File: config.mk
export PLATFORM = sky130hd
export DESIGN_NAME = param_regfile_int
export DESIGN_NICKNAME = d
export VERILOG_FILES = /design/src/rtl/ice_param_pkg.sv /design/src/rtl/param_resp_serializer.sv /design/src/rtl/param_regfile_int.sv
export SDC_FILE = /design/constraint.sdc
export NUM_CORES = 1
export LEC_CHECK = 0
export BUFFER_PORTS_ARGS = -buffer_cell sky130_fd_sc_hd__clkbuf_2
export CORE_MARGIN = 2
export CORE_UTILIZATION = 43
export DETAILED_ROUTE_END_ITERATION = 12
export GPL_ROUTABILITY_DRIVEN = 0
export PLACE_DENSITY = 0.82
export SETUP_SLACK_MARGIN = 0.05
export SLEW_MARGIN = 10
export SYNTH_ARGS = -nofsm -noshare
export SYNTH_HDL_FRONTEND = slang
export SYNTH_HIERARCHICAL = 1
export SYNTH_SLANG_ARGS = --single-unit
File: constraint.sdc
create_clock -name clk -period 2.2 [get_ports clk]
set_input_delay 0 -clock clk [delete_from_list [all_inputs] [get_ports clk]]
set_output_delay 0 -clock clk [all_outputs]
set_load 0.05 [all_outputs]
File: src/rtl/ice_param_pkg.sv
// Shared constants, state encoding and parameter-table slicing helpers
// for the ICE parameter register file.
package ice_param_pkg;

  localparam logic [7:0] ACK_CODE      = 8'h00;
  localparam logic [7:0] NAK_CODE      = 8'h01;
  localparam logic [7:0] DEF_QUERY_CMD = 8'h50;
  localparam logic [7:0] DEF_SET_CMD   = 8'h70;

  // Upper bound on table size; flat tables are widened to this before slicing.
  localparam int MAX_P = 16;

  localparam logic [2:0] S_IDLE        = 3'd0;
  localparam logic [2:0] S_EID         = 3'd1;
  localparam logic [2:0] S_LEN         = 3'd2;
  localparam logic [2:0] S_SEL         = 3'd3;
  localparam logic [2:0] S_DATA        = 3'd4;
  localparam logic [2:0] S_RESP        = 3'd5;
  localparam logic [2:0] S_COMMIT_WAIT = 3'd6;

  function automatic logic [7:0] sel_at(input logic [8*MAX_P-1:0] flat, input int i);
    return flat[8*i +: 8];
  endfunction

  function automatic logic [2:0] len_at(input logic [3*MAX_P-1:0] flat, input int i);
    return flat[3*i +: 3];
  endfunction

  function automatic logic [31:0] byte_mask(input logic [2:0] len);
    logic [31:0] m;
    m = '0;
    for (int k = 0; k < 4; k++)
      if (k < int'(len)) m[8*k +: 8] = 8'hFF;
    return m;
  endfunction

  // w is the per-parameter stride in bits; the result is clipped to len bytes.
  function automatic logic [31:0] rst_at(input logic [32*MAX_P-1:0] flat, input int w,
                                         input int i, input logic [2:0] len);
    return flat[w*i +: 32] & byte_mask(len);
  endfunction

endpackage

File: src/rtl/param_resp_serializer.sv
// Emits one {code, eid, N, payload MSB-first} response frame, one byte per
// cycle in which resp_ready_i is high; done_o marks the final byte.
module param_resp_serializer #(
  parameter int W = 24
) (
  input  logic         clk,
  input  logic         rst,
  input  logic         load_i,
  input  logic [7:0]   code_i,
  input  logic [7:0]   eid_i,
  input  logic [2:0]   n_i,
  input  logic [W-1:0] value_i,
  input  logic         resp_ready_i,
  output logic [7:0]   resp_data_o,
  output logic         resp_latch_o,
  output logic         resp_frame_o,
  output logic         done_o
);

  logic [7:0]   code_q, eid_q;
  logic [2:0]   n_q, cnt_q, bi;
  logic [W-1:0] val_q;
  logic         vld_q, last;

  assign last         = (cnt_q == n_q + 3'd2);
  assign bi           = n_q + 3'd2 - cnt_q;
  assign resp_latch_o = vld_q & resp_ready_i;
  assign done_o       = resp_latch_o & last;
  assign resp_frame_o = vld_q;

  always_comb begin
    case (cnt_q)
      3'd0:    resp_data_o = code_q;
      3'd1:    resp_data_o = eid_q;
      3'd2:    resp_data_o = {5'd0, n_q};
      default: resp_data_o = 8'(val_q >> {bi, 3'b000});
    endcase
  end

  always_ff @(posedge clk or negedge rst) begin
    if (!rst) begin
      code_q <= '0;
      eid_q  <= '0;
      n_q    <= '0;
      val_q  <= '0;
      cnt_q  <= '0;
      vld_q  <= 1'b0;
    end else if (load_i) begin
      code_q <= code_i;
      eid_q  <= eid_i;
      n_q    <= n_i;
      val_q  <= value_i;
      cnt_q  <= '0;
      vld_q  <= 1'b1;
    end else if (resp_latch_o) begin
      if (last) vld_q <= 1'b0;
      else      cnt_q <= cnt_q + 3'd1;
    end
  end

endmodule

File: src/rtl/param_regfile_int.sv
// Table-driven ICE parameter register file: parses query/set frames, answers
// with ACK/NAK frames and commits buffered writes when the consumer allows.
module param_regfile_int
  import ice_param_pkg::*;
#(
  parameter int                                NUM_PARAMS = 4,
  parameter int                                MAX_BYTES  = 3,
  parameter logic [7:0]                        QUERY_CMD  = DEF_QUERY_CMD,
  parameter logic [7:0]                        SET_CMD    = DEF_SET_CMD,
  parameter logic [8*NUM_PARAMS-1:0]           PARAM_SEL  = {NUM_PARAMS{8'h00}},
  parameter logic [3*NUM_PARAMS-1:0]           PARAM_LEN  = {NUM_PARAMS{3'd1}},
  parameter logic [8*MAX_BYTES*NUM_PARAMS-1:0] PARAM_RST  = '0,
  parameter logic [NUM_PARAMS-1:0]             PARAM_RO   = '0
) (
  input  logic                                clk,
  input  logic                                rst,
  input  logic [7:0]                          ma_data,
  input  logic                                ma_data_valid,
  input  logic                                ma_frame_valid,
  input  logic [8*MAX_BYTES*NUM_PARAMS-1:0]   ro_in,
  input  logic                                commit_allow,
  input  logic                                resp_ready,
  output logic [7:0]                          resp_data,
  output logic                                resp_data_latch,
  output logic                                resp_frame_valid,
  output logic [8*MAX_BYTES*NUM_PARAMS-1:0]   param_value,
  output logic [NUM_PARAMS-1:0]               param_updated,
  output logic                                busy
);

  localparam int W     = 8*MAX_BYTES;
  localparam int IDX_W = (NUM_PARAMS > 1) ? $clog2(NUM_PARAMS) : 1;
  localparam logic [8*MAX_P-1:0]  SEL_EXT = (8*MAX_P)'(PARAM_SEL);
  localparam logic [3*MAX_P-1:0]  LEN_EXT = (3*MAX_P)'(PARAM_LEN);
  localparam logic [32*MAX_P-1:0] RST_EXT = (32*MAX_P)'(PARAM_RST);

  logic [2:0]       state_q, state_d;
  logic             frame_q, is_set_q, is_set_d, ack_set_q, ack_set_d;
  logic [7:0]       eid_q, eid_d, len_q, len_d;
  logic [IDX_W-1:0] idx_q, idx_d, hit_idx;
  logic [2:0]       cnt_q, cnt_d, hit_len, ld_n;
  logic [W-1:0]     stage_q, stage_d, hit_val, ld_val;
  logic [W-1:0]     param_q [NUM_PARAMS];
  logic [W-1:0]     shadow_q[NUM_PARAMS];
  logic [NUM_PARAMS-1:0] upd_q;
  logic [7:0]       ld_code;
  logic             hit, hit_ro, ld, start_nak, shadow_we, commit, ser_done, frame_rise;

  assign frame_rise    = ma_frame_valid & ~frame_q;
  assign busy          = (state_q != S_IDLE);
  assign param_updated = upd_q;

  for (genvar g = 0; g < NUM_PARAMS; g++) begin : g_out
    assign param_value[W*g +: W] = param_q[g];
  end

  // Descending scan so the lowest matching index is the one left standing.
  always_comb begin
    hit = 1'b0; hit_idx = '0; hit_len = '0; hit_ro = 1'b0; hit_val = '0;
    for (int i = NUM_PARAMS-1; i >= 0; i--) begin
      if (sel_at(SEL_EXT, i) == ma_data) begin
        hit     = 1'b1;
        hit_idx = IDX_W'(i);
        hit_len = len_at(LEN_EXT, i);
        hit_ro  = PARAM_RO[i];
        hit_val = PARAM_RO[i] ? ro_in[W*i +: W] : param_q[i];
      end
    end
  end

  always_comb begin
    state_d = state_q; is_set_d = is_set_q; ack_set_d = ack_set_q;
    eid_d = eid_q; len_d = len_q; idx_d = idx_q; cnt_d = cnt_q; stage_d = stage_q;
    ld = 1'b0; ld_code = ACK_CODE; ld_n = '0; ld_val = '0;
    start_nak = 1'b0; shadow_we = 1'b0; commit = 1'b0;
    case (state_q)
      S_IDLE: if (frame_rise && (ma_data == QUERY_CMD || ma_data == SET_CMD)) begin
        is_set_d = (ma_data == SET_CMD);
        state_d  = S_EID;
      end
      S_EID: if (!ma_frame_valid) start_nak = 1'b1;
             else if (ma_data_valid) begin eid_d = ma_data; state_d = S_LEN; end
      S_LEN: if (!ma_frame_valid) start_nak = 1'b1;
             else if (ma_data_valid) begin len_d = ma_data; state_d = S_SEL; end
      S_SEL: if (!ma_frame_valid) start_nak = 1'b1;
             else if (ma_data_valid) begin
        if (!hit || (is_set_q && (hit_ro || len_q != {5'd0, hit_len} + 8'd1))) begin
          start_nak = 1'b1;
        end else if (!is_set_q) begin
          ld = 1'b1; ld_n = hit_len; ld_val = hit_val; ack_set_d = 1'b0; state_d = S_RESP;
        end else begin
          idx_d = hit_idx; cnt_d = hit_len; stage_d = '0; state_d = S_DATA;
        end
      end
      S_DATA: if (!ma_frame_valid) start_nak = 1'b1;
              else if (ma_data_valid) begin
        stage_d = (stage_q << 8) | W'(ma_data);
        cnt_d   = cnt_q - 3'd1;
        if (cnt_q == 3'd1) begin
          shadow_we = 1'b1; ld = 1'b1; ack_set_d = 1'b1; state_d = S_RESP;
        end
      end
      S_RESP: if (ser_done) state_d = ack_set_q ? S_COMMIT_WAIT : S_IDLE;
      S_COMMIT_WAIT: if (commit_allow) begin commit = 1'b1; state_d = S_IDLE; end
      default: state_d = S_IDLE;
    endcase
    if (start_nak) begin
      ld = 1'b1; ld_code = NAK_CODE; ld_n = '0; ack_set_d = 1'b0; state_d = S_RESP;
    end
  end

  always_ff @(posedge clk or negedge rst) begin
    if (!rst) begin
      state_q <= S_IDLE; frame_q <= 1'b0; is_set_q <= 1'b0; ack_set_q <= 1'b0;
      eid_q <= '0; len_q <= '0; idx_q <= '0; cnt_q <= '0; stage_q <= '0;
    end else begin
      state_q <= state_d; frame_q <= ma_frame_valid; is_set_q <= is_set_d;
      ack_set_q <= ack_set_d; eid_q <= eid_d; len_q <= len_d; idx_q <= idx_d;
      cnt_q <= cnt_d; stage_q <= stage_d;
    end
  end

  always_ff @(posedge clk or negedge rst) begin
    if (!rst) begin
      for (int i = 0; i < NUM_PARAMS; i++) begin
        param_q[i]  <= W'(rst_at(RST_EXT, W, i, len_at(LEN_EXT, i)));
        shadow_q[i] <= W'(rst_at(RST_EXT, W, i, len_at(LEN_EXT, i)));
      end
      upd_q <= '0;
    end else begin
      upd_q <= '0;
      for (int i = 0; i < NUM_PARAMS; i++) begin
        if (shadow_we && IDX_W'(i) == idx_q) shadow_q[i] <= stage_d;
        if (commit && IDX_W'(i) == idx_q) begin
          param_q[i] <= shadow_q[i];
          upd_q[i]   <= 1'b1;
        end
      end
    end
  end

  param_resp_serializer #(.W(W)) u_ser (
    .clk          (clk),
    .rst          (rst),
    .load_i       (ld),
    .code_i       (ld_code),
    .eid_i        (eid_q),
    .n_i          (ld_n),
    .value_i      (ld_val),
    .resp_ready_i (resp_ready),
    .resp_data_o  (resp_data),
    .resp_latch_o (resp_data_latch),
    .resp_frame_o (resp_frame_valid),
    .done_o       (ser_done)
  );

endmodule

==> results.toml, run 1 <==
[run_status]
status = "complete, but fails checks"
violations = "setup timing"

[synthesis]
ys_types = 58
ys_ff_latch = 137
synth_edf_count = 0
synth_xor_area_frac = 0.007290
syn_area_sq_um = 6865
synth_compound_area_frac = 0.06798
synth_ff_type = "dfrtp_1"
synthAdderAreaFrac = 0.01750
muxShareOfSynthArea = 0.1648
ys_seq_area_frac = 0.4994
async_flop_share = 1.000
synth_warnings = 6
syn_inst = 618
synth_top_family_by_area = "multiplexers"
synth-simple-area-share = 0.1307
syn_area_per_cell_sq_um = 11.11

[worst_setup_path]
startpoint_type = "register"
critPathCaptureType = "primary output"
max_stage_delay_ns = 0.60
cp_slowest_cell = "fa_2"
path_cells = "inv_2 -> ha_4 -> fa_2 -> buf_4 -> mux2_2 -> a22oi_2 -> buf_4 -> o32ai_4 -> buf_12"
critPathMaxFanout = 3
cp.required_ns = 2.20
cp_common_cell = "buf_4"
setup.worst_path.class = "reg2out"
arrival_ns = 2.68

[sta]
relSlewSlack = 0.5592
tightest_slew_ns = 0.6611
fin_setup_tns_ns = -11.49
finalWorstSetupSlack_ns = -0.4781
maxSlewViolCount = 0
min_period_over_period = 1.217
setup_violations = 55
max_freq_ghz = 0.3734
final_hold_viol_count = 0
fin_worst_skew_ns = 0.009456
finalCriticalPeriod_ns = 2.678
rsz0062_at_grt = "yes"

[grt]
grtUsageTotal = 0.2170
grt_pass1_wl_mm = 27.63
grt_max_degree = 63
grt_overflow = 0
grt_pass1_vias = 5135
antenna_found_initial = 0

[routing]
routed_wl_mm = 18.41
first_iter_violations = 431
wl_per_cell_um = 18.89
drcViolationCount = 0
vias = 5065
via_per_inst = 5.195
first_pass_iters = 5
antenna_left = 0

[clocking]
insertion_delay_ns = 0.42
cts.sinks = 137
root_buffer = "clkbuf_16"
cts_tree = "done"
path_clk_slew_ns = 0.06
cts.path.max_buffers = 2
h-tree-depth = 4
numCtsBuffers = 17

[power_and_ir_drop]
total_power_mw = 13.80
p_per_area_nw_per_um2 = 1522
p_leak_nw = 4.395
max-vdd-ir-drop_mv = 0.9384

[finish]
drive_above_1_share = 0.3979
diodes = 0
layout_common_cells = "dfrtp_1, nand2_1, conb_1, mux2_2, buf_4"
nets = 865
synthToLayoutAreaGrowth_pct = 32.04
mostFrequentLayoutCell = "dfrtp_1"

[die]
die_h_um = 130.4
io_pins = 221
die_area_sq_um = 16990
fp.dieW_um = 130.4
initial_utilization = 0.4353
core_sq_um = 15770
rows = 46

[placed_design]
hpwl_mm = 10.71
io_buffers = 49

[worst_hold_path]
hold_class = "in2reg"

[flow_run]
maxCapViolations = 0
==> timing repair <==
item	in CTS	in global routing
cloned	4	1
hold buffers	10	0
pin swaps	8	10
setup endpoints to repair	55	58
hold endpoints to repair	127	0
setup buffers	15	12
resized for setup	31	37
==> through the flow <==
step	std cells	cell area, sq um	utilization	hold WS (ns)	setup slack (ns)
after detailed placement	906	7659	0.4856	-0.02696	-0.1989
after floorplan	701	7383	-	-0.2956	-0.05262
final	975	9065	0.5748	0.01453	-0.4781
after global routing	975	9065	0.5748	0.02469	-0.5249
after global placement	906	7659	0.4856	-0.02823	-0.1614
after CTS	967	8831	0.5600	0.007352	-0.4566
==> cells by family after synthesis <==
family / after synthesis
compound gates: 66
other cells: 1
flops: 137
xor+xnor: 4
fa+ha+maj: 9
simple gates: 187
buf+inv: 119
mux: 95
==> metal layers <==
layer / track usage / vias up / share of wire
li1: - / 2220 / -
met3: 0.05494 / 64 / 0.056
met5: 0 / - / 0
met2: 0.3674 / 220 / 0.51
met4: 0.09950 / 0 / 0.042
met1: 0.2620 / 2561 / 0.40
==> synthesized netlist by cell type, drive strengths merged, types with 2 or more instances <==
library cell / number / share of area
a21oi: 6 / 0.0044
a222oi: 3 / 0.0044
a22oi: 13 / 0.014
a31oi: 3 / 0.0049
and2: 25 / 0.023
and3: 3 / 0.0035
buf: 91 / 0.096
clkbuf: 17 / 0.0097
dfrtp: 137 / 0.50
ha: 8 / 0.015
inv: 11 / 0.0060
mux2: 93 / 0.16
mux2i: 2 / 0.0029
nand2: 109 / 0.060
nand2b: 5 / 0.0046
nand3: 5 / 0.0036
nand4: 4 / 0.0036
nand4b: 3 / 0.0038
nor2: 13 / 0.0082
nor2b: 2 / 0.0018
nor3: 4 / 0.0029
nor3b: 2 / 0.0029
nor4: 4 / 0.0046
o21ai: 22 / 0.016
o21bai: 2 / 0.0022
o32ai: 8 / 0.010
or3: 3 / 0.0027
xnor2: 2 / 0.0026
==> registers in the layout, summed over array words and instances, names as in the netlist <==
signal              cells
param_value            24
shadow_q               24
u_ser/val_q            24
stage_q                16
eid_q                   8
len_q                   8
u_ser/code_q            8
u_ser/eid_q             8
cnt_q                   3
state_q                 3
u_ser/cnt_q             3
u_ser/n_q               3
ack_set_q               1
frame_q                 1
is_set_q                1
param_updated           1
u_ser/resp_frame_o      1
==> worst max-delay path, delay by kind of cell (launching register included) <==
family / cells / cell delay, ns
mux: 1 / 0.34
buf+inv: 4 / 0.56
fa+ha+maj: 2 / 0.76
flops: 1 / 0.37
compound gates: 2 / 0.23
==> cell type report <==
class / instances / area (sq um)
Clock inverter: 14 / 244.0
Fill cell: 1218 / 6705
Timing Repair Buffer: 134 / 1222
Multi-Input combinational cell: 445 / 3411
Sequential cell: 137 / 3431
Clock buffer: 18 / 439.2
Inverter: 11 / 47.55
Tap cell: 216 / 270.3
==> report_power, final <==
part           internal, mW  switching [mW]
clock network          2.17            1.15
registers              3.27           0.645
logic                  3.05            3.52
==> worst paths after layout <==
kind / end / cells past startpoint / start / slack, ns
min: stage_q[3]$_DFF_PN0_ / 4 / ma_data[3] / 0.01
min reg2reg: param_value[15]$_DFFE_PN0P_ / 2 / shadow_q[87]$_DFFE_PN0P_ / 0.47
min in group asynchronous: u_ser/val_q[19]$_DFFE_PN0P_ / 2 / rst / 0.09
max reg2reg: u_ser/eid_q[0]$_DFFE_PN0P_ / 8 / len_q[5]$_DFFE_PN0P_ / -0.26
max: resp_data[0] / 9 / u_ser/n_q[0]$_DFFE_PN0P_ / -0.48
max in group asynchronous: stage_q[7]$_DFF_PN0_ / 3 / rst / 1.37
Power figures use the tool's default switching activity.
==> run 2: changes to the inputs <==
--- a/config.mk
+++ b/config.mk
@@ -10,7 +10,8 @@
 export CORE_UTILIZATION = 43
 export DETAILED_ROUTE_END_ITERATION = 12
 export GPL_ROUTABILITY_DRIVEN = 0
-export PLACE_DENSITY = 0.82
+export HOLD_SLACK_MARGIN = 0.03
+export PLACE_DENSITY = 0.72
 export SETUP_SLACK_MARGIN = 0.05
 export SLEW_MARGIN = 10
 export SYNTH_ARGS = -nofsm -noshare
==> run 2 against run 1 <==
Compared with the run above: the flow still finishes with violations (setup timing); final cell count is 0.10% higher; non-clock buffer count is 3 higher; worst setup slack worse by 0.0064 ns; wire length is 6.4% lower; sequential power is 2% lower; combinational power is 3.0% lower; core utilization is 0.13 points higher; register-to-register slack better by 0.19 ns; critical endpoint is now resp_data[6].
==> results.toml, run 2 (synthesized netlist as in run 1, its figures left out) <==
[sta]
relSlewSlack = 0.4354
maxSlewViolCount = 0
final_hold_viol_count = 0
tightest_slew_ns = 0.8460
setup_violations = 41
max_freq_ghz = 0.3725
rsz0062_at_grt = "yes"
finalWorstSetupSlack_ns = -0.4845
fin_worst_skew_ns = 0.005680
min_period_over_period = 1.220
finalCriticalPeriod_ns = 2.685

[grt]
grt_max_degree = 50
grt_overflow = 0
antenna_found_initial = 0
grtUsageTotal = 0.2061
grt_pass1_wl_mm = 26.69
grt_pass1_vias = 4975

[routing]
antenna_left = 0
via_per_inst = 5.028
routed_wl_mm = 17.24
wl_per_cell_um = 17.66
first_iter_violations = 495
first_pass_iters = 5
vias = 4907
drcViolationCount = 0

[clocking]
path_clk_slew_ns = 0.06
cts.sinks = 137
cts.path.max_buffers = 2
insertion_delay_ns = 0.41
cts_tree = "done"
h-tree-depth = 4
root_buffer = "clkbuf_16"
numCtsBuffers = 17

[finish]
diodes = 0
mostFrequentLayoutCell = "dfrtp_1"
nets = 868
utilization = 0.5762
synthToLayoutAreaGrowth_pct = 32.35
drive_above_1_share = 0.3947
layout_common_cells = "dfrtp_1, nand2_1, conb_1, mux2_2, buf_4"

[die]
fp.dieW_um = 130.4
die_area_sq_um = 16990
io_pins = 221
rows = 46
initial_utilization = 0.4353
core_sq_um = 15770
die_h_um = 130.4

[run_status]
status = "complete, but fails checks"
violations = "setup timing"

[worst_setup_path]
setup.worst_path.class = "reg2out"
critPathCaptureType = "primary output"
cp.required_ns = 2.20
startpoint_type = "register"
crit_start = "u_ser/cnt_q[0]$_DFFE_PN0P_"
r2r_start = "len_q[2]$_DFFE_PN0P_"
arrival_ns = 2.68
critPathMaxFanout = 5

[placed_design]
hpwl_mm = 10.84
dpl_worst_slack_ns = -0.2296
io_buffers = 49

[power_and_ir_drop]
p_per_area_nw_per_um2 = 1474
p_leak_nw = 4.387
max-vdd-ir-drop_mv = 0.7505

[worst_hold_path]
hp-start = "commit_allow"
hold_class = "in2reg"

[flow_run]
maxCapViolations = 0
-- run 2: changes by cell type in the layout (fill, tap and decap cells not counted), moves of 3 or more --
cell | previous run | this run
buf_12 | 14 | 11
clkbuf_16 | 18 | 21
buf_6 | 5 | 11
buf_4 | 60 | 56
-- run 2: area by class of cell --
cell class                 instances  area [sq um]
fill                            1264          6684
sequential                       137          3432
multi-input combinational        445          3430
timing repair buffer             137          1255
clock buffer                      19         432.9
tap                              216         270.3
clock inverter                    11         221.5
inverter                          11         45.04
-- run 2: power breakdown --
part	internal [mW]	switching [mW]	leakage [nW]	total [mW]
Combinational	3.00	3.37	2.27	6.37
Sequential	3.27	0.582	1.80	3.85
Clock	2.12	1.06	0.310	3.18
-- run 2: path summary, 6_finish.rpt --
| kind | to | slack (ns) | depth (start not counted) |
|---|---|---|---|
| setup / recovery | resp_data[6] | -0.48 | 8 |
| hold / removal | state_q[1]$_DFFE_PN0P_ | 0.12 | 4 |
| setup reg to reg | u_ser/val_q[20]$_DFFE_PN0P_ | -0.07 | 6 |
| hold reg to reg | param_value[4]$_DFFE_PN0P_ | 0.47 | 2 |
| max in group asynchronous | eid_q[5]$_DFFE_PN0P_ | 1.35 | 3 |
| min in group asynchronous | u_ser/val_q[19]$_DFFE_PN0P_ | 0.16 | 2 |
-- run 2: critical path: stages, from the launching register on --
cell,delay (ns)
dfrtp_1,0.41
ha_4,0.17
fa_2,0.64
buf_6,0.13
mux2_4,0.30
a22oi_2,0.17
buf_4,0.17
o32ai_4,0.08
buf_12,0.19
-- run 2: per-layer routing --
| layer | track usage | wire [um] | up-vias |
|---|---|---|---|
| met5 | 0 | 0 | - |
| met2 | 0.3428 | 8800 | 163 |
| met1 | 0.2719 | 7221 | 2481 |
| li1 | - | - | 2225 |
| met4 | 0.07447 | 422 | 0 |
| met3 | 0.03772 | 794 | 38 |
-- run 2: stage by stage --
| stage | TNS, ns | instances | hold WS [ns] | total power [mW] | cell area (sq um) |
|---|---|---|---|---|---|
| detailed placement | -9.242 | 910 | 0.06629 | 8.971 | 7685 |
| global placement | -7.871 | 910 | 0.05418 | 8.771 | 7685 |
| global route | -6.352 | 976 | 0.1300 | 13.97 | 9086 |
| finish | -4.551 | 976 | 0.1189 | 13.39 | 9086 |
| floorplan | -1.672 | 701 | -0.2956 | 7.461 | 7383 |
| CTS | -3.761 | 967 | 0.09830 | 12.74 | 8746 |
-- run 2: timing repair --
action	CTS	global route
resized for setup	33	40
pin swaps	16	17
setup endpoints to repair	60	78
endpoints found under the hold margin	77	0
setup buffers	13	8
gates cloned	2	5
hold buffers	12	0
==> run 3: changes to the inputs <==
--- a/config.mk
+++ b/config.mk
@@ -12,7 +12,6 @@
 export GPL_ROUTABILITY_DRIVEN = 0
 export HOLD_SLACK_MARGIN = 0.03
 export PLACE_DENSITY = 0.72
-export SETUP_SLACK_MARGIN = 0.05
 export SLEW_MARGIN = 10
 export SYNTH_ARGS = -nofsm -noshare
 export SYNTH_HDL_FRONTEND = slang
==> constraint.sdc (replaced) <==
create_clock -name clk -period 2.2 [get_ports clk]
set_input_delay 0.22 -clock clk [delete_from_list [all_inputs] [get_ports clk]]
set_output_delay 0.22 -clock clk [all_outputs]
set_load 0.05 [all_outputs]
==> run 3 against run 2 <==
Compared with the run above: the flow still finishes with violations (setup timing); register-to-register slack gained 0.03 ns; die area stayed put; largest cell class unchanged; clock-buffer cell count grew 1; first-iteration DRC count decreased by 24%; worst setup slack got worse by 0.26 ns; power decreased by 5.8%; core utilization decreased by 3.4 points; design area decreased by 5.9%.
==> results.toml, run 3 (synthesized netlist as in run 1, its figures left out) <==
[sta]
final_hold_viol_count = 0
maxSlewViolCount = 0
finalWorstSetupSlack_ns = -0.7411
rsz0062_at_grt = "yes"
min_period_over_period = 1.337
max_freq_ghz = 0.3400
relSlewSlack = 0.3823
tightest_slew_ns = 0.9256
setup_violations = 29
finalCriticalPeriod_ns = 2.941
fin_worst_skew_ns = 0.006645

[power_and_ir_drop]
p_leak_nw = 4.172
max-vdd-ir-drop_mv = 1.021
total_power_mw = 12.62
p_per_area_nw_per_um2 = 1476

[clocking]
cts.sinks = 137
cts.path.max_buffers = 2
path_clk_slew_ns = 0.06
numCtsBuffers = 17
cts_tree = "done"
insertion_delay_ns = 0.42
root_buffer = "clkbuf_16"
h-tree-depth = 4

[worst_setup_path]
startpoint_type = "register"
setup.worst_path.class = "reg2out"
arrival_ns = 2.72
critPathCaptureType = "primary output"
critPathMaxFanout = 8
cp.required_ns = 1.98
r2r_slack_ns = -0.04

[routing]
via_per_inst = 5.033
first_iter_violations = 378
vias = 4776
first_pass_iters = 5
routed_wl_mm = 16.62
wl_per_cell_um = 17.51
antenna_left = 0
drcViolationCount = 0

[die]
io_pins = 221
die_area_sq_um = 16990
initial_utilization = 0.4353
rows = 46
fp.dieW_um = 130.4
core_sq_um = 15770
die_h_um = 130.4

[grt]
grtUsageTotal = 0.1986
antenna_found_initial = 0
grt_max_degree = 75
grt_overflow = 0
grt_pass1_vias = 4781
grt_pass1_wl_mm = 25.67

[finish]
mostFrequentLayoutCell = "dfrtp_1"
drive_above_1_share = 0.3683
synthToLayoutAreaGrowth_pct = 24.59
fin_area_sq_um = 8553
multi_input_area_sq_um = 3271
regArea_sq_um = 3432
layout_common_cells = "dfrtp_1, nand2_1, conb_1, mux2_2, buf_4"
fillCellCount = 1323
nets = 840
diodes = 0

[placed_design]
io_buffers = 49
dpl_cell_area_sq_um = 7696
hpwl_mm = 10.99

[worst_hold_path]
hold_class = "in2reg"

[flow_run]
maxCapViolations = 0

[run_status]
violations = "setup timing"
status = "complete, but fails checks"
[run 3: changes by cell type in the layout (fill, tap and decap cells not counted), sizes merged]
cell / change
clkbuf: +1
inv: +1
bufinv: -4
dlygate4sd3: -11
clkinvlp: -2
clkinv: +5
buf: -17
[run 3: timing repair]
item / 4_1_cts / 5_1_grt
setup buffers: 0 / 7
pin swaps: 2 / 14
gates cloned: 1 / 5
hold buffers: 1 / 0
setup endpoints to repair: 55 / 51
endpoints found under the hold margin: 31 / 0
gates resized for setup: 7 / 22
[run 3: power by group]
group,internal [mW],switching [mW],total (mW)
Combinational,2.73,3.25,5.98
Sequential,3.27,0.586,3.85
Clock,1.72,1.07,2.79
[run 3: path summary, 6_finish.rpt]
path	start	end	cells past startpoint
min in group asynchronous	rst	param_value[13]$_DFFE_PN0P_	2
worst max-delay path	u_ser/cnt_q[0]$_DFFE_PN0P_	resp_data[2]	8
max in group asynchronous	rst	shadow_q[85]$_DFFE_PN0P_	3
worst min-delay path	ma_frame_valid	frame_q$_DFF_PN0_	1
worst min register to register	shadow_q[89]$_DFFE_PN0P_	param_value[17]$_DFFE_PN0P_	2
worst max register to register	len_q[5]$_DFFE_PN0P_	u_ser/eid_q[4]$_DFFE_PN0P_	6
[run 3: final cells by class]
cell class | count | share of cell area
clock buffer | 20 | 0.05339
timing repair buffer | 109 | 0.1122
multi-input combinational | 445 | 0.3824
tap | 216 | 0.03160
inverter | 11 | 0.004827
clock inverter | 11 | 0.01434
sequential | 137 | 0.4013
[run 3: through the flow]
step                      setup WS (ns)    util  std cells  setup TNS, ns  hold WS, ns
after floorplan                 -0.1223       -        701         -1.217     -0.07559
after global placement          -0.2667  0.4880        909         -12.59       0.1941
after CTS                       -0.7209  0.5290        942         -5.503      0.07112
final                           -0.7411  0.5424        949         -6.120       0.1079
after detailed placement        -0.2953  0.4880        909         -13.04       0.2024
after global routing            -0.8217  0.5424        949         -7.780       0.1116
[run 3: critical path, stage by stage (launching register included)]
cell and delay (ns):
dfrtp_1 0.43, ha_4 0.18, fa_1 0.55, buf_12 0.13, nor2b_1 0.15, buf_4 0.21
a22oi_2 0.13, o32ai_4 0.32, buf_12 0.18
[run 3: metal layers]
layer	vias to the layer above	GRT usage	wire length, um
li1	2164	-	-
met1	2432	0.2624	7054
met2	149	0.3212	8440
met3	31	0.04633	800
met4	0	0.07384	325
met5	-	0	0
